===== src/rtl/rgb_pwm_driver.sv =====
// ----------------------------------------------------------------------------
// rgb_pwm_driver
//
// Turns the three 8-bit channel intensities coming out of the light
// controller into active-high PWM waveforms for the RGB LED pins, and
// produces the slow `blink` square wave the controller uses in its
// blinking mode.
//
// Duty values are double-buffered: the inputs are copied into the active
// registers only at the end of a PWM period (or continuously while the
// driver is disabled), so a duty change never truncates or stretches the
// period that is already running.
//
// Parameters:
//   PRESCALE       clock cycles per PWM count (>= 1)
//   BLINK_PERIODS  PWM periods per half-cycle of blink (>= 1)
//
// Ports:
//   clk           single clock, rising edge
//   reset         synchronous, active-high reset
//   enable        run enable; low holds all counters and outputs at 0
//   duty_r/g/b    8-bit channel intensities
//   led_r/g/b     registered PWM pins, active-high
//   period_start  one-cycle pulse in the first cycle of each PWM period
//   blink         square wave, half period = BLINK_PERIODS PWM periods
//
// Configuration macro:
//   RGB_PWM_PHASE_EN  when defined, green and blue compare against the PWM
//                     count offset by 85 and 170 respectively, staggering
//                     the channel edges to spread switching current.
// ----------------------------------------------------------------------------
module rgb_pwm_driver #(
    parameter int PRESCALE      = 4,
    parameter int BLINK_PERIODS = 64
) (
    input  logic       clk,
    input  logic       reset,
    input  logic       enable,
    input  logic [7:0] duty_r,
    input  logic [7:0] duty_g,
    input  logic [7:0] duty_b,
    output logic       led_r,
    output logic       led_g,
    output logic       led_b,
    output logic       period_start,
    output logic       blink
);

    // Widths are clamped to at least one bit so PRESCALE=1 and
    // BLINK_PERIODS=1 still give legal (always-zero) counters.
    localparam int PRE_W = (PRESCALE > 1) ? $clog2(PRESCALE) : 1;
    localparam int BLK_W = (BLINK_PERIODS > 1) ? $clog2(BLINK_PERIODS) : 1;
    localparam logic [PRE_W-1:0] PRE_LAST = PRE_W'(PRESCALE - 1);
    localparam logic [BLK_W-1:0] BLK_LAST = BLK_W'(BLINK_PERIODS - 1);

`ifdef RGB_PWM_PHASE_EN
    localparam logic [7:0] PHASE_G = 8'd85;
    localparam logic [7:0] PHASE_B = 8'd170;
`else
    localparam logic [7:0] PHASE_G = 8'd0;
    localparam logic [7:0] PHASE_B = 8'd0;
`endif

    logic [PRE_W-1:0] pre_cnt;
    logic [7:0]       pwm_cnt;
    logic [BLK_W-1:0] blink_cnt;
    logic [7:0]       act_r;
    logic [7:0]       act_g;
    logic [7:0]       act_b;

    logic       tick;
    logic       wrap;
    logic [7:0] cmp_g;
    logic [7:0] cmp_b;

    // A tick advances the PWM count; a wrap is the last tick of a period,
    // which is also the instant the next period's duties are captured.
    // The phase-shifted counts are held in 8-bit nets so the offset wraps
    // modulo 256 rather than growing an extra bit.
    always_comb begin
        tick  = (pre_cnt == PRE_LAST);
        wrap  = tick && (pwm_cnt == 8'd255);
        cmp_g = pwm_cnt + PHASE_G;
        cmp_b = pwm_cnt + PHASE_B;
    end

    // Timebase: prescaler, PWM count and blink divider. All three are held
    // at zero while disabled so that re-enabling always starts a clean,
    // full period from count 0.
    always_ff @(posedge clk) begin
        if (reset) begin
            pre_cnt   <= '0;
            pwm_cnt   <= '0;
            blink_cnt <= '0;
            blink     <= 1'b0;
        end else if (!enable) begin
            pre_cnt   <= '0;
            pwm_cnt   <= '0;
            blink_cnt <= '0;
            blink     <= 1'b0;
        end else begin
            pre_cnt <= tick ? '0 : pre_cnt + PRE_W'(1);
            if (tick) begin
                pwm_cnt <= pwm_cnt + 8'd1;
            end
            if (wrap) begin
                if (blink_cnt == BLK_LAST) begin
                    blink_cnt <= '0;
                    blink     <= ~blink;
                end else begin
                    blink_cnt <= blink_cnt + BLK_W'(1);
                end
            end
        end
    end

    // Active duty buffers. While disabled they track the inputs so the very
    // first period after enable uses the latest intensity; while running
    // they only change on the wrap edge, taking whatever is on the inputs
    // at that edge.
    always_ff @(posedge clk) begin
        if (reset) begin
            act_r <= '0;
            act_g <= '0;
            act_b <= '0;
        end else if (!enable || wrap) begin
            act_r <= duty_r;
            act_g <= duty_g;
            act_b <= duty_b;
        end
    end

    // Registered pin drivers. The plain unsigned compare gives duty 0 as
    // always-off and duty 255 as off for exactly the final count.
    // period_start is the registered wrap, so it lines up with the cycle
    // in which pwm_cnt first reads 0 with the freshly loaded duties.
    always_ff @(posedge clk) begin
        if (reset) begin
            led_r        <= 1'b0;
            led_g        <= 1'b0;
            led_b        <= 1'b0;
            period_start <= 1'b0;
        end else begin
            led_r        <= enable && (pwm_cnt < act_r);
            led_g        <= enable && (cmp_g < act_g);
            led_b        <= enable && (cmp_b < act_b);
            period_start <= enable && wrap;
        end
    end

endmodule

===== config.mk =====
export PLATFORM = sky130hd
export DESIGN_NAME = rgb_pwm_driver
export DESIGN_NICKNAME = d
export VERILOG_FILES = /design/src/rtl/rgb_pwm_driver.sv
export SDC_FILE = /design/constraint.sdc
export NUM_CORES = 1
export LEC_CHECK = 0
export CORE_ASPECT_RATIO = 1.25
export CORE_MARGIN = 1.5
export CORE_UTILIZATION = 40
export CTS_CLUSTER_DIAMETER = 50
export DETAILED_ROUTE_END_ITERATION = 8
export PLACE_DENSITY = 0.61
export REMOVE_ABC_BUFFERS = 1
export SYNTH_ARGS = -nofsm -noshare
export SYNTH_HDL_FRONTEND = slang
export SYNTH_SLANG_ARGS = --single-unit
export TNS_END_PERCENT = 20

===== constraint.sdc =====
create_clock -name clk -period 1.8 [get_ports clk]
set_input_delay 0.45 -clock clk [delete_from_list [all_inputs] [get_ports clk]]
set_output_delay 0.45 -clock clk [all_outputs]
set_load 0.05 [all_outputs]

==> summary.txt, run 1 <==
DIE AREA: 0.00606 mm^2
top cells by area, synth: dfxtp_1 40%, ha_1 13%, mux2i_1 11%, nor2_1 6.0%, inv_1 4.0%
R2R Path Start: pwm_cnt[0]
#FFs+latches synth: 45
DIE HEIGHT: 86.7 um
RSZ-0062 raised after global routing: false
Syn Inst Count: 238
share of layout cells above drive strength 1: 10.0%
Critical Path AT: 1800 ps
area added between synthesis and finish: 23.4%
Post-Syn Area: 0.00224 mm^2
initial antenna violation count: 0
Req. time, crit path: 1980 ps
top-level I/O count: 32
layout filler cell count: 543
RD Place Congestion: 0.786
placed wire-length estimate: 3070 um
Layout Skew: 3.97 ps
number of global-route vias before repair: 1,692
Vias: 1,706
Ant. Diodes: 0
Die Wd: 69.9 um
sequential fraction of the synthesis area: 40.2%
final-report hold violation count: 0
gr ovfl total: 0
CTS Buf Count: 5
Max Cap Viol: 0
DRT Wirelength: 4200 um
Slew Viols, Final: 0
largest net degree at the start of global routing: 25
Vias/cell: 4.97
drt first pass iters: 4
DR WL/cell: 12.2 um
commonest cells after routing, fill and taps aside: 45 x dfxtp_1, 36 x nor2_1, 26 x clkdlybuf4s50_1, 25 x mux2i_1
Nets: 330
Synth area leader: dfxtp_1
Critical Path Sink Type: flop
first-pass GRT wire length: 7570 um
max_slew headroom: 70.3%
Post-DRT Antenna Nets: 0
setup TNS: 0 ps
CTS Root Cell: clkbuf_8
reg2reg setup slack: 180 ps
Initial Util: 41.5%
Hold Path End: pre_cnt[0]
GRT Util Overall: 15.6%
crit path kind: reg -> reg
clock buffer depth: 2
end of the worst register-to-register path: blink_cnt[5]
WHS Path Cells: 1
Ys Warns: 0
Resized cells post-CTS: 0
clock latency on the worst-skew pair: 300 ps
Final Setup Violations: 0
Post-route DRC: 0
Synth cell types: 34
Hold Path Origin: pre_cnt[0]
Hold Crit Class: reg -> reg
number of setup buffers added after CTS: 0
Worst setup SP type: flop
CTS tree: yes
# rows: 30
final worst path period share: 90.1%
Placeable Area: 0.00541 mm^2
Yosys top cell area share: 40.2%
CTS Hold Buffers Added: 0
Reg clk slew, reported paths: 80 ps
Fmax achieved: 617 MHz
H-tree levels: 2
run status: finished clean
reg2reg path depth: 5
slew at the pin closest to its max-slew limit: 434 ps
final core occ: 51.2%
CTS Sinks: 45
CP max FO: 6
Avg Cell Area, Syn: 9.42 um^2
Port Buf Inserts: 31
post-layout minimum cycle time: 1620 ps
maximum vdd drop: 0.000398 V
Pleak: 1.18 nW
Power per Cell Area: 696 mW/mm^2
commonest non-fill, non-tap cell in the layout: dfxtp_1
initial DRC count: 30
==> layout make-up <==
| type | count | area, um^2 | area share (%) |
|---|---|---|---|
| inverters | 24 | 90.1 | 3.26 |
| multi-input cells | 160 | 1190 | 43.2 |
| flip-flops and latches | 45 | 901 | 32.6 |
| well taps | 64 | 80.1 | 2.90 |
| repair buffers | 43 | 413 | 14.9 |
| clock buffers | 7 | 86.3 | 3.12 |
==> per-stage QoR <==
step	instance area, um^2	worst slack (ps)	power, W	hold slack, ps	cells
final	2770	179	0.00192	425	343
after global routing	2770	30.7	0.00203	452	343
after CTS	2770	159	0.00195	430	343
after detailed placement	2680	-33.9	0.00132	419	336
after global placement	2680	-13.3	0.00132	423	336
after floorplan	2190	-219	0.00120	404	229
==> power breakdown <==
group	switching (W)	internal [W]
clock	0.000326	0.000305
combinational	0.000111	0.000130
sequential	0.0000181	0.00103
total	0.000455	0.00147
==> metal layers <==
metal | share of wire (%) | vias up | wire length (um) | GRT usage [%]
li1 | - | 893 | - | -
met1 | 46 | 780 | 1940 | 19.3
met2 | 49 | 26 | 2040 | 26.4
met3 | 3.5 | 7 | 145 | 3.26
met4 | 1.8 | 0 | 74 | 6.64
met5 | 0 | - | 0 | 0
==> cell families after synthesis <==
family / count (synthesis) / synth area share [%]
AO/OA/AOI/OAI: 27 / 7.98
XOR/XNOR: 10 / 3.91
adder cells (fa/ha/maj): 24 / 13.4
buffers and inverters: 33 / 6.48
flip-flops: 45 / 40.2
multiplexers: 25 / 11.2
AND/OR/NAND/NOR: 74 / 16.9
==> critical path, stage by stage (launching register included) <==
cell and delay [ps]:
dfxtp_1 340, ha_1 180, nand4_2 210, buf_4 230, a2111oi_0 430, o31ai_1 100
==> state kept, by name (all words and copies together) (netlist names) <==
| register | flops |
|---|---|
| act_g | 8 |
| period_start | 1 |
| led_r | 1 |
| led_g | 1 |
| act_r | 8 |
| led_b | 1 |
| pwm_cnt | 8 |
| blink | 1 |
| blink_cnt | 6 |
| act_b | 8 |
| pre_cnt | 2 |
==> cell usage after synthesis (all sizes together) <==
| cell type | number |
|---|---|
| a2111o | 3 |
| a2111oi | 1 |
| a21oi | 12 |
| a31oi | 3 |
| and2 | 1 |
| and3 | 4 |
| and4 | 1 |
| buf | 6 |
| clkbuf | 3 |
| dfxtp | 45 |
| ha | 24 |
| inv | 24 |
| mux2i | 25 |
| nand2 | 8 |
| nand2b | 4 |
| nand3 | 5 |
| nand4 | 3 |
| nor2 | 36 |
| nor2b | 3 |
| nor3 | 5 |
| nor3b | 1 |
| nor4 | 2 |
| o21ai | 6 |
| o31ai | 1 |
| o41ai | 1 |
| or3 | 1 |
| xnor2 | 6 |
| xor2 | 4 |
==> worst max path at each step <==
stage,slack (ps),end,startpoint
finish,180,blink_cnt[5],pwm_cnt[0]
global route,30,blink_cnt[5],pwm_cnt[2]
CTS,160,act_r[2],pwm_cnt[5]
detailed placement,-30,led_r,enable
global placement,-10,led_r,enable
floorplan,-220,act_b[0],pre_cnt[0]
Power figures use the tool's default switching activity.
==> run 2: changes to the inputs <==
--- a/config.mk
+++ b/config.mk
@@ -7,10 +7,10 @@
 export LEC_CHECK = 0
 export CORE_ASPECT_RATIO = 1.25
 export CORE_MARGIN = 1.5
-export CORE_UTILIZATION = 40
+export CORE_UTILIZATION = 45
 export CTS_CLUSTER_DIAMETER = 50
 export DETAILED_ROUTE_END_ITERATION = 8
-export PLACE_DENSITY = 0.61
+export PLACE_DENSITY = 0.67
 export REMOVE_ABC_BUFFERS = 1
 export SYNTH_ARGS = -nofsm -noshare
 export SYNTH_HDL_FRONTEND = slang
==> summary.txt, run 2 (synthesis results as in run 1) <==
Max Cap Viol: 0 (unchanged)
Power per Cell Area: 691 mW/mm^2 (-0.62%)
met3 usage in global routing: 4.52% (+1.3 points)
Reg clk slew, reported paths: 80 ps (about the same)
Port Buf Inserts: 31 (unchanged)
Vias/cell: 5.01 (+0.76%)
Critical Path AT: 1820 ps (+20 ps)
GR Layer Usage met1: 20.4% (+1.1 points)
CTS Hold Buffers Added: 0 (unchanged)
WHS Path Cells: 1 (unchanged)
reg2reg setup slack: 210 ps (+30 ps)
Layout Skew: 4.26 ps (+0.284 ps)
top-level I/O count: 32 (unchanged)
Pleak: 1.19 nW (+0.58%)
clock buffer depth: 2 (unchanged)
Die Wd: 66.1 um (-5.5%)
CTS Buf Count: 5 (unchanged)
drt first pass iters: 4 (unchanged)
share of layout cells above drive strength 1: 10.0% (unchanged)
DIE HEIGHT: 81.9 um (-5.5%)
initial antenna violation count: 0 (unchanged)
RD Place Congestion: 0.757 (-3.8%)
clock latency on the worst-skew pair: 300 ps (about the same)
CTS Sinks: 45 (unchanged)
RSZ-0062 raised after global routing: false
layout filler cell count: 463 (-15%)
Vias: 1,699 (-0.41%)
Placeable Area: 0.00476 mm^2 (-12%)
run status: finished clean
Critical Path Sink Type: flop
DIE AREA: 0.00541 mm^2 (-11%)
GRT Util Overall: 17.3% (+1.7 points)
DR WL/cell: 11.5 um (-5.7%)
final-report hold violation count: 0 (unchanged)
gr ovfl total: 0 (unchanged)
setup TNS: 0 ps (unchanged)
Post-DRT Antenna Nets: 0 (unchanged)
CTS tree: yes
maximum vdd drop: 0.000363 V (-8.6%)
Hold Path Origin: pre_cnt[0]
Slew Viols, Final: 0 (unchanged)
placed insts: 332 (-1.2%)
placed wire-length estimate: 2950 um (-4.0%)
largest net degree at the start of global routing: 25 (unchanged)
DP Worst Slack: -91.9 ps (-58.0 ps)
Hold Path End: pre_cnt[0]
Post-route DRC: 0 (unchanged)
met2 Use GR: 30.2% (+3.8 points)
Final Setup Violations: 0 (unchanged)
Final Non-Filler Cells: 339 (-1.2%)
Fin Hold WS: 430 ps (+5.48 ps)
Req. time, crit path: 2030 ps (+50 ps)
DRT Wirelength: 3910 um (-6.8%)
CTS Root Cell: clkbuf_8
layer carrying the most global-route usage: met2
commonest cells after routing, fill and taps aside: 45 x dfxtp_1, 36 x nor2_1, 26 x clkdlybuf4s50_1, 25 x mux2i_1
fin worst setup slack: 211 ps (+32.3 ps)
first-pass GRT wire length: 7270 um (-3.9%)
Ant. Diodes: 0 (unchanged)
final worst path period share: 88.3% (-1.8 points)
H-tree levels: 2 (unchanged)
crit path kind: reg -> reg
post-layout minimum cycle time: 1590 ps (-32.3 ps)
# rows: 28 (-6.7%)
CP max FO: 7 (+1)
number of global-route vias before repair: 1,723 (+1.8%)
Worst setup SP type: flop
end of the worst register-to-register path: led_g
R2R Path Start: pwm_cnt[5]
max_slew headroom: 71.1% (+0.81 points)
Initial Util: 47.0% (+5.6 points)
initial DRC count: 41 (+37%)
commonest non-fill, non-tap cell in the layout: dfxtp_1
Hold Crit Class: reg -> reg
final core occ: 58.1% (+7.0 points)
area added between synthesis and finish: 23.6%
Nets: 330 (unchanged)
Fmax achieved: 629 MHz (+2.0%)
slew at the pin closest to its max-slew limit: 422 ps (-11.8 ps)
reg2reg path depth: 4 (-1)
==> run 2: timing repair <==
| item | 4_1_cts | 5_1_grt |
|---|---|---|
| gates resized for setup | 0 | 1 |
| setup buffers | 0 | 0 |
| hold endpoints to repair | 0 | 0 |
| setup endpoints to repair | 0 | 3 |
==> run 2: layout make-up <==
type,count,area [um^2],share of cell area (%)
Sequential cell,45,901,32.5
Multi-Input combinational cell,160,1200,43.5
Inverter,24,90.1,3.25
Tap cell,60,75.1,2.71
Timing Repair Buffer,43,413,14.9
Clock buffer,7,86.3,3.12
==> run 2: per-stage QoR <==
stage / instance area, um^2 / power, W
3_5_place_dp: 2670 / 0.00132
4_1_cts: 2760 / 0.00194
2_1_floorplan: 2190 / 0.00120
3_3_place_gp: 2670 / 0.00132
6_report: 2770 / 0.00191
5_1_grt: 2770 / 0.00202
==> run 2: how the worst max path moves through the flow <==
stage | startpoint | endpoint | slack (ps) | cells past startpoint
after floorplan | pre_cnt[0] | act_b[0] | -220 | 5
after global placement | enable | led_g | -40 | 4
after detailed placement | enable | led_b | -90 | 4
after CTS | pwm_cnt[2] | act_b[7] | 140 | 5
after global routing | pwm_cnt[5] | led_b | 50 | 4
final | pwm_cnt[5] | led_g | 210 | 4
==> run 2: critical path, stage by stage (launching register included) <==
cell and delay [ps]:
dfxtp_1 530, ha_1 300, and3_1 180, a2111o_1 390, a31oi_1 120
==> run 2: layer usage <==
layer | vias to the layer above | wire (um)
met4 | 0 | 60
li1 | 885 | -
met2 | 23 | 1930
met3 | 5 | 131
met1 | 786 | 1780
met5 | - | 0
==> run 2: power breakdown <==
part           internal [W]  switching (W)  leakage (nW)
sequential          0.00103      0.0000178         0.368
combinational      0.000131       0.000110         0.777
clock              0.000305       0.000317        0.0443
total               0.00147       0.000444          1.19
==> run 3: changes to the inputs <==
--- a/config.mk
+++ b/config.mk
@@ -10,7 +10,7 @@
 export CORE_UTILIZATION = 45
 export CTS_CLUSTER_DIAMETER = 50
 export DETAILED_ROUTE_END_ITERATION = 8
-export PLACE_DENSITY = 0.67
+export PLACE_DENSITY = 0.7
 export REMOVE_ABC_BUFFERS = 1
 export SYNTH_ARGS = -nofsm -noshare
 export SYNTH_HDL_FRONTEND = slang
==> constraint.sdc (replaced) <==
create_clock -name clk -period 1.3 [get_ports clk]
set_input_delay 0.325 -clock clk [delete_from_list [all_inputs] [get_ports clk]]
set_output_delay 0.325 -clock clk [all_outputs]
set_load 0.05 [all_outputs]
==> summary.txt, run 3 (synthesis results as in run 1) <==
run status: complete, but fails checks
failing checks: negative setup slack
Final Setup Violations: 37 (+37)
Fin Hold WS: 443 ps (+13.0 ps)
commonest cells after routing, fill and taps aside: 36 x dfxtp_1, 35 x nor2_1, 30 x buf_4, 26 x clkdlybuf4s50_1
top-level I/O count: 32 (unchanged)
Post-DRT Antenna Nets: 0 (unchanged)
Vias: 1,857 (+9.3%)
Comb power frac: 15.2% (+2.6 points)
gr ovfl total: 0 (unchanged)
Worst setup SP type: flop
drt first pass iters: 4 (unchanged)
Fmax achieved: 666 MHz (+5.8%)
Clock Power Share: 31.0% (-1.5 points)
Port Buf Inserts: 31 (unchanged)
placed insts: 349 (+5.1%)
commonest non-fill, non-tap cell in the layout: dfxtp_1
sequential share of power: 53.8% (-1.2 points)
initial DRC count: 49 (+20%)
largest net degree at the start of global routing: 25 (unchanged)
# rows: 28 (unchanged)
clock buffer depth: 2 (unchanged)
Pint: 0.00206 W (+40%)
Req. time, crit path: 1530 ps (-500 ps)
CTS tree: yes
final core occ: 67.4% (+9.3 points)
GRT Util Overall: 20.0% (+2.6 points)
DIE AREA: 0.00541 mm^2 (unchanged)
placed wire-length estimate: 3110 um (+5.5%)
CTS Sinks: 45 (unchanged)
Critical Path Sink Type: flop
share of layout cells above drive strength 1: 25.6% (+16 points)
Placeable Area: 0.00476 mm^2 (unchanged)
DIE HEIGHT: 81.9 um (unchanged)
Layout Skew: 7.03 ps (+2.77 ps)
Vias/cell: 5.09 (+1.5%)
maximum vdd drop: 0.000658 V (+81%)
crit path kind: reg -> reg
Sw Ratio: 24.4% (+1.2 points)
RD Place Congestion: 0.822 (+8.6%)
slew at the pin closest to its max-slew limit: 302 ps (-120 ps)
initial antenna violation count: 0 (unchanged)
Critical Path AT: 1730 ps (-90 ps)
CTS Root Cell: clkbuf_8
Pleak: 1.37 nW (+15%)
RSZ-0062 raised after global routing: true
number of global-route vias before repair: 1,877 (+8.9%)
Initial Util: 47.0% (unchanged)
DRT Wirelength: 4810 um (+23%)
Hold Crit Class: reg -> reg
Power per Cell Area: 846 mW/mm^2 (+22%)
final-report hold violation count: 0 (unchanged)
Ant. Diodes: 0 (unchanged)
Final Non-Filler Cells: 365 (+7.7%)
CP max FO: 2 (-5)
post-layout minimum cycle time: 1500 ps (-86.6 ps)
Slew Viols, Final: 0 (unchanged)
area added between synthesis and finish: 43.3%
max_slew headroom: 79.8% (+8.7 points)
Post-route DRC: 0 (unchanged)
clock latency on the worst-skew pair: 300 ps (about the same)
final worst path period share: 116% (+27 points)
setup TNS: -4810 ps (-4810 ps)
DR WL/cell: 13.2 um (+14%)
switching power: 0.000663 W (+49%)
H-tree levels: 2 (unchanged)
first-pass GRT wire length: 8310 um (+14%)
fin worst setup slack: -202 ps (-413 ps)
Nets: 355 (+7.6%)
Max Cap Viol: 0 (unchanged)
CTS Buf Count: 5 (unchanged)
Reg clk slew, reported paths: 80 ps (about the same)
Design Power: 0.00272 W (+42%)
CTS Hold Buffers Added: 0 (unchanged)
Die Wd: 66.1 um (unchanged)
run 3: cell types whose count changed in the layout (fill, tap and decap cells not counted), moves of 3 or more:
cell	change
and3_1	-3
buf_12	+5
buf_6	+4
buf_4	+15
ha_4	+5
dfxtp_2	+8
ha_1	-5
dfxtp_1	-9
and3_4	+3
run 3: routing by layer:
metal  wire length (um)  global-route usage (%)  part of all wire, %
met1               1960                    23.1                   41
met2               2600                    35.4                   54
met3                172                    4.52                  3.6
met4                 77                    7.76                  1.6
met5                  0                       0                    0
run 3: final cells by class:
| cell class | instances | area [um^2] |
|---|---|---|
| clock buffer | 8 | 80.1 |
| fill | 403 | 1550 |
| inverter | 24 | 90.1 |
| multi-input combinational | 160 | 1350 |
| sequential | 45 | 915 |
| tap | 60 | 75.1 |
| timing repair buffer | 68 | 698 |
run 3: per-stage QoR:
stage               instance area, um^2  setup WS (ps)
floorplan                          2190           -719
global placement                   2860           -364
detailed placement                 2860           -397
CTS                                3190           -168
global route                       3210           -260
finish                             3210           -202
run 3: timing repair:
action                     4_1_cts  5_1_grt
pin swaps                       11        3
setup endpoints to repair       37       43
setup buffers                    7        1
resized for setup               34        6
cloned                           1        0
run 3: final timing paths:
check / from / to / slack (ps) / cells past startpoint
max reg2reg: act_b[6] / led_b / -200 / 6
min: pre_cnt[0] / pre_cnt[0] / 440 / 1
max: act_b[6] / led_b / -200 / 6
min reg2reg: pre_cnt[0] / pre_cnt[0] / 440 / 1
run 3: power groups by stage:
stage                     Combinational [W]  Sequential (W)  Clock (W)
after floorplan                    0.000155         0.00151          0
after global placement             0.000366         0.00149          0
after detailed placement           0.000373         0.00149          0
after CTS                          0.000417         0.00146   0.000857
after global routing               0.000454         0.00147   0.000924
final                              0.000413         0.00146   0.000843
run 3: critical path, cell delays in order (launching register included):
cell	delay, ps
dfxtp_1	350
inv_1	60
ha_1	320
a21oi_2	130
nor2b_1	50
a2111o_1	380
a31oi_1	130
